`src/rtl/mem_byte_lsu.sv`:
```
// mem_byte_lsu
//
// Load/store sequencer between the MEM pipeline stage and a byte-wide data
// memory. One request (byte, halfword or word) is accepted in IDLE. The
// alignment check is done at acceptance, and a legal access is then moved
// one byte per cycle. The most significant byte goes to the lowest address,
// so the bytes are stored big-endian. A load is assembled in a shift
// register and sign- or zero-extended to 32 bits on its final beat.
//
// Ports
//   clk        rising-edge clock
//   rst_n      synchronous, active-low reset
//   req        request valid; the pipeline holds it until it is accepted
//   we         1 = store, 0 = load
//   size       00 byte, 01 halfword, 10 word, 11 illegal
//   sign_ext   loads only: 1 = sign-extend, 0 = zero-extend
//   addr       byte address of the access
//   wdata      store data; the low 1/2/4 bytes are used
//   busy       a transfer is in progress (the pipeline stalls)
//   done       one-cycle completion pulse
//   misalign   one-cycle alignment-error pulse, coincident with done
//   rdata      last completed load result, held until the next load
//   mem_read   memory read enable
//   mem_write  memory write enable (one byte per rising edge)
//   mem_addr   memory byte address
//   mem_wdata  store byte
//   mem_rdata  read byte, combinational from mem_addr

module mem_byte_lsu #(
    parameter int ADDR_W = 32
) (
    input  logic              clk,
    input  logic              rst_n,
    input  logic              req,
    input  logic              we,
    input  logic [1:0]        size,
    input  logic              sign_ext,
    input  logic [ADDR_W-1:0] addr,
    input  logic [31:0]       wdata,
    output logic              busy,
    output logic              done,
    output logic              misalign,
    output logic [31:0]       rdata,
    output logic              mem_read,
    output logic              mem_write,
    output logic [ADDR_W-1:0] mem_addr,
    output logic [7:0]        mem_wdata,
    input  logic [7:0]        mem_rdata
);

    typedef enum logic {
        IDLE,
        XFER
    } state_t;

    state_t state, state_next;

    // Request captured at acceptance
    logic              we_q;
    logic [1:0]        size_q;
    logic              sign_q;
    logic [ADDR_W-1:0] addr_q;
    logic [31:0]       wdata_q;

    // Beat sequencing: beat_q counts up to last_q, which is N-1
    logic [1:0]        beat_q;
    logic [1:0]        last_q;

    // Load assembly shift register
    logic [31:0]       acc_q;

    // Combinational helpers
    logic              accept;
    logic              bad_align;
    logic              last_beat;
    logic [1:0]        byte_sel;
    logic [31:0]       acc_next;
    logic [31:0]       load_result;

    // Index of the final beat for each access size. The illegal size maps to
    // 0, but it never reaches XFER because the alignment check rejects it.
    function automatic logic [1:0] size_to_last(input logic [1:0] sz);
        logic [1:0] r;
        case (sz)
            2'b00:   r = 2'd0;
            2'b01:   r = 2'd1;
            2'b10:   r = 2'd3;
            default: r = 2'd0;
        endcase
        return r;
    endfunction

    // Acceptance, alignment check and load-result formation
    always_comb begin
        accept    = (state == IDLE) && req;
        bad_align = ((size == 2'b01) && addr[0])
                 || ((size == 2'b10) && (addr[1:0] != 2'b00))
                 ||  (size == 2'b11);
        last_beat = (state == XFER) && (beat_q == last_q);

        // The shift happens at the edge that ends the beat. The result is
        // formed from this post-shift value, so the extension bit is taken
        // from the final assembled data.
        acc_next  = {acc_q[23:0], mem_rdata};

        load_result = acc_next;
        case (size_q)
            2'b00:   load_result = {{24{sign_q & acc_next[7]}},  acc_next[7:0]};
            2'b01:   load_result = {{16{sign_q & acc_next[15]}}, acc_next[15:0]};
            default: load_result = acc_next;
        endcase
    end

    // Next-state logic and memory-port outputs. All memory outputs are
    // forced to zero outside XFER.
    always_comb begin
        state_next = state;
        busy       = 1'b0;
        mem_read   = 1'b0;
        mem_write  = 1'b0;
        mem_addr   = '0;
        mem_wdata  = 8'h00;
        // Stores send byte N-1-i on beat i, so the MSB goes out first
        byte_sel   = last_q - beat_q;

        case (state)
            IDLE: begin
                if (accept && !bad_align) begin
                    state_next = XFER;
                end
            end
            XFER: begin
                busy      = 1'b1;
                mem_read  = ~we_q;
                mem_write = we_q;
                // The address is allowed to wrap modulo 2^ADDR_W
                mem_addr  = addr_q + {{(ADDR_W-2){1'b0}}, beat_q};
                case (byte_sel)
                    2'd0:    mem_wdata = wdata_q[7:0];
                    2'd1:    mem_wdata = wdata_q[15:8];
                    2'd2:    mem_wdata = wdata_q[23:16];
                    default: mem_wdata = wdata_q[31:24];
                endcase
                if (last_beat) begin
                    state_next = IDLE;
                end
            end
            default: begin
                state_next = IDLE;
            end
        endcase
    end

    // State register and datapath. done and misalign default low every
    // cycle, so each is a single-cycle pulse. The done cycle is IDLE, so a
    // new request can be accepted back to back. A reset during XFER simply
    // drops the transfer without a done pulse.
    always_ff @(posedge clk) begin
        if (!rst_n) begin
            state    <= IDLE;
            we_q     <= 1'b0;
            size_q   <= 2'b00;
            sign_q   <= 1'b0;
            addr_q   <= '0;
            wdata_q  <= 32'h0;
            beat_q   <= 2'd0;
            last_q   <= 2'd0;
            acc_q    <= 32'h0;
            rdata    <= 32'h0;
            done     <= 1'b0;
            misalign <= 1'b0;
        end else begin
            state    <= state_next;
            done     <= 1'b0;
            misalign <= 1'b0;

            if (accept) begin
                we_q    <= we;
                size_q  <= size;
                sign_q  <= sign_ext;
                addr_q  <= addr;
                wdata_q <= wdata;
                beat_q  <= 2'd0;
                last_q  <= size_to_last(size);
                acc_q   <= 32'h0;
                // A rejected request completes immediately and never
                // touches memory or rdata
                if (bad_align) begin
                    done     <= 1'b1;
                    misalign <= 1'b1;
                end
            end

            if (state == XFER) begin
                if (!we_q) begin
                    acc_q <= acc_next;
                end
                if (last_beat) begin
                    done <= 1'b1;
                    if (!we_q) begin
                        rdata <= load_result;
                    end
                end else begin
                    beat_q <= beat_q + 2'd1;
                end
            end
        end
    end

endmodule

```
`config.mk`:
```
export PLATFORM = sky130hd
export DESIGN_NAME = mem_byte_lsu
export DESIGN_NICKNAME = d
export VERILOG_FILES = /design/src/rtl/mem_byte_lsu.sv
export SDC_FILE = /design/constraint.sdc
export NUM_CORES = 1
export LEC_CHECK = 0
export CORE_MARGIN = 2
export CORE_UTILIZATION = 43
export DETAILED_ROUTE_END_ITERATION = 8
export GPL_ROUTABILITY_DRIVEN = 0
export HOLD_SLACK_MARGIN = 0.15
export PLACE_DENSITY = 0.83
export SKIP_CTS_REPAIR_TIMING = 1
export SKIP_LAST_GASP = 1
export SLEW_MARGIN = 5
export SYNTH_ARGS = -nofsm -noshare
export SYNTH_HDL_FRONTEND = slang
export SYNTH_SLANG_ARGS = --single-unit
```
`constraint.sdc`:
```
create_clock -name clk -period 2.2 [get_ports clk]
set_input_delay 0.44 -clock clk [delete_from_list [all_inputs] [get_ports clk]]
set_output_delay 0.44 -clock clk [all_outputs]
set_load 0.02 [all_outputs]
```
Word-level counts from Yosys, hierarchy flattened
Cells that the tools add are included.

word-level totals
  bits in writable memories = 0
  bits in registers = 139
  bits of input ports = 79
  memories = 0
  bits in read-only memories = 0
  latch bits = 0

cells by class
  multiplexer cells = 21
  div/mod/pow operators = 0
  bitwise operators = 4
  reduce and logical (&&, ||, !) cells = 12
  multipliers = 0
  equality and inequality tests = 7
  add/subtract/negate cells = 3
  shift-type cells = 0
  order comparisons = 0

operators by type and width
  cell                   number
  $mux W32               4
  $pmux W32 S2           1
  $add A32 B2 Y32        1
  $pmux W8 S3            1
  $mux W1                9
  $mux W8                1
  $eq A2 B1 Y1 const B   3
  $eq A2 B2 Y1 const B   3
  $mux W2                3
  $logic_and A1 B1 Y1    5
  $logic_not A2 Y1       2
  $pmux W2 S2            1
  $reduce_and A3 Y1      1
  $add A2 B1 Y2 const B  1
  $and A1 B1 Y1          2
  $eq A2 B2 Y1           1
  $logic_or A1 B1 Y1     2
  $not A1 Y1             2
  $pmux W1 S2            1
  $reduce_bool A2 Y1     1
  $sub A2 B2 Y2          1
  $logic_not A1 Y1       1

Logic depth before layout (Yosys ltp)
  depth in word-level cells = 8
  gate-level depth with buffers = 7
  mapped depth without buffers = 6

Least setup slack after synthesis
OpenSTA, ideal clock, no wires.

  kind = register -> output
  start = reg beat_q[1]
  end = out mem_addr[9]
  buffers on the path = 1
  data arrival time = 1.975 ns
  required time = 1.760 ns
  stages on the path, launching flop included = 7
  slack = -0.215 ns
  path through = dfxtp_1 > ha_1 > a21oi_1 > or3_4 > buf_6 > or3_1 > a21oi_1

on the way
  cells in the longest elaborated chain, start to end = 2

ends and longest elaborated chain
  element                 line  source
  from (decl)             66    logic [1:0] beat_q;
  from (signal assigned)  204   beat_q <= beat_q + 2'd1;
  $add A32 B2 Y32         137   mem_addr = addr_q + {{(ADDR_W-2){1'b0}}, beat_q};
  $mux W32                126   case (state)
  to (decl)               46    output logic [ADDR_W-1:0] mem_addr,

Every way passes these cells.

Worst setup path in the final report
  start = reg beat_q[0]
  end = out mem_addr[30]

Same word-level chain as after synthesis.

==> run metrics <==
status=complete, but fails checks; failing checks=negative setup slack; share of synthesized flip-flops with an asynchronous set or reset=0%; Syn Nets=651; drt first-iter violations=389; post-layout min period=2835 ps; DP HPWL=11.64 mm; first-pass GRT wire length=26.90 mm; wire per inst=18.72 um; Post-synth top cells=131 x dfxtp_1, 86 x a22o_1, 54 x nand2_1; synth unique cells=46; Max Freq=0.3527 GHz; largest area contributor in the netlist=dfxtp_1; share of the synthesized area in the top cell type=47.27%; Die Wd=117.6 um; Ports=156; initial antenna violation count=0; Die Y-Extent=117.6 um; Fill cells=882; count of final setup violators=38; CTS tree=yes; n_diodes=0; Yosys reg bits=131; IO Port Bufs=155; CTS buffer count=17; First-pass DRT Iterations=5; CP endpoint kind=output pin; Max clock buf depth=2; maximum vdd drop=0.0005636 V; Via-to-Cell Ratio=5.563; fin. max-slew vios=0; RSZ-0062 raised after global routing=yes; Yosys Warn Count=0; register area share after synthesis=47.27%; clk_lat worst skew=420 ps; gr usage total=24.26%; via count=5374; WHS=462.9 ps; max_slew headroom=41.82%; clock slew at reported path FFs=50 ps; Most used DFF post-synth=dfxtp_1; largest cells by area after synthesis=dfxtp_1 47%, a22o_1 14%, o21ai_0 4.1%; cell count after placement=923; Root Driver=clkbuf_16; Setup crit start kind=flop; Worst Skew=9.009 ps; fin cells=966; Final Cycle Share=128.9%; max cap viols=0; Final #Nets=868; Hold WC Path Type=flop to flop; post-synthesis cell count=565; DRT antenna net count=0; largest net degree at the start of global routing=63; Setup Crit Path Kind=flop to output pin; Worst EP required=1760 ps; htree depth=4; DRC errors left=0; Die ar.=13830 um^2; Area Growth Syn to Fin=57.49%; final design utilization=69.23%; Synth Area per Inst=9.819 um^2; P_leak=0.003623 uW; actual slew at the worst max-slew pin=872.7 ps; total grt overflow=0; Core ar.=12620 um^2; Synth Cell Area=5548 um^2; layout cells sized above 1=27.58%; final hold violations=0; PwrDens=751.8 nW/um^2; CP Max Fanout=4; most common cell in the netlist=dfxtp_1; Total Wirelength=18.09 mm; # rows=41; clock sink count=131; number of global-route vias before repair=5340; Data arrival, critical path=2390 ps; Post-synth EDFFs=0; worst setup margin=-634.9 ps; initial core utilization=43.96%
## through the flow
step                      power [uW]  setup slack (ps)  setup TNS, ps  cell area [um^2]
final                           6569            -634.9         -14390              8737
after floorplan                 3049            -36.44         -52.63              5620
after detailed placement        3501            -489.6         -12980              7746
after global routing            6770            -694.9         -16950              8737
after CTS                       6546            -991.4         -31300              8392
after global placement          3473            -422.4         -11180              7746
## layer usage
layer  vias up  track usage, %  part of all wire (%)
met3        50           7.219                   6.7
met1      2607           28.40                    41
met4         0           11.22                   2.7
met2       233           40.90                    50
met5         -               0                     0
li1       2484               -                     -
## cell families (layout without fill, tap and decap cells)
group | count (synthesis) | after routing | share of synthesized area (%)
flops | 131 | 131 | 47.27
xor+xnor | 26 | 26 | 4.781
fa+ha+maj | 7 | 7 | 1.714
buf+inv | 51 | 280 | 4.443
compound gates | 181 | 181 | 22.98
mux | 20 | 20 | 3.608
simple gates | 149 | 149 | 15.20
## registers in the layout (all words and copies together) (netlist names)
signal / flops
addr_q: 32
rdata: 32
wdata_q: 32
acc_q: 24
beat_q: 2
last_q: 2
size_q: 2
done: 1
misalign: 1
sign_q: 1
state: 1
we_q: 1
## critical path, stage by stage (launching register included)
cell and delay (ps):
dfxtp_2 350, ha_4 150, fa_2 230, nand4_4 130
nor4_4 310, buf_4 180, buf_6 80, nand4_1 150
mux2i_4 240, buf_6 130
## placed cells by master, fill, tap and decap left out, types with 3 or more instances in the layout
master,netlist,layout
buf_6,4,15
mux2i_2,0,4
xnor2_2,0,3
nor2_1,29,25
dlymetal6s2s_1,0,5
bufinv_16,0,4
xnor2_1,18,15
buf_4,1,96
nand2_1,54,53
nor4_4,2,6
a21oi_1,30,25
a22o_1,86,86
clkdlybuf4s50_1,0,113
ha_1,6,3
nand2b_1,5,5
a21boi_0,8,8
buf_2,17,6
buf_12,0,3
o21ai_0,45,44
o22ai_2,0,3
xor2_1,6,6
and2_1,7,5
mux2i_1,20,9
clkbuf_8,0,3
mux2i_4,0,7
nor2_2,2,5
nand4_1,8,8
dfxtp_1,131,127
o22ai_1,9,6
nor3_2,4,3
inv_1,10,10
nor3_4,0,4
a21oi_4,0,3
dfxtp_2,0,3
nand3_1,11,11
or3_4,1,4
clkbuf_16,0,19
## power by group
part / switching (uW) / internal (uW) / total, uW
Clock: 1000 / 2050 / 3050
Combinational: 445 / 461 / 906
Sequential: 105 / 2510 / 2620
## path summary, 6_finish.rpt
path	depth (start not counted)	slack, ps	from	endpoint
hold reg to reg	2	460	rdata[2]	rdata[2]
setup reg to reg	6	260	beat_q[0]	rdata[13]
setup / recovery	9	-630	beat_q[0]	mem_addr[30]
hold / removal	2	460	rdata[2]	rdata[2]
## cell type report
class | instances | area, um^2 | area share (%)
Multi-Input combinational cell | 383 | 3010 | 34.46
Inverter | 10 | 37.54 | 0.4296
Timing Repair Buffer | 239 | 2198 | 25.16
Clock inverter | 8 | 146.4 | 1.675
Clock buffer | 23 | 499.2 | 5.714
Sequential cell | 131 | 2630 | 30.10
Tap cell | 172 | 215.2 | 2.463
Note: power is estimated with default switching activity, not from simulation.
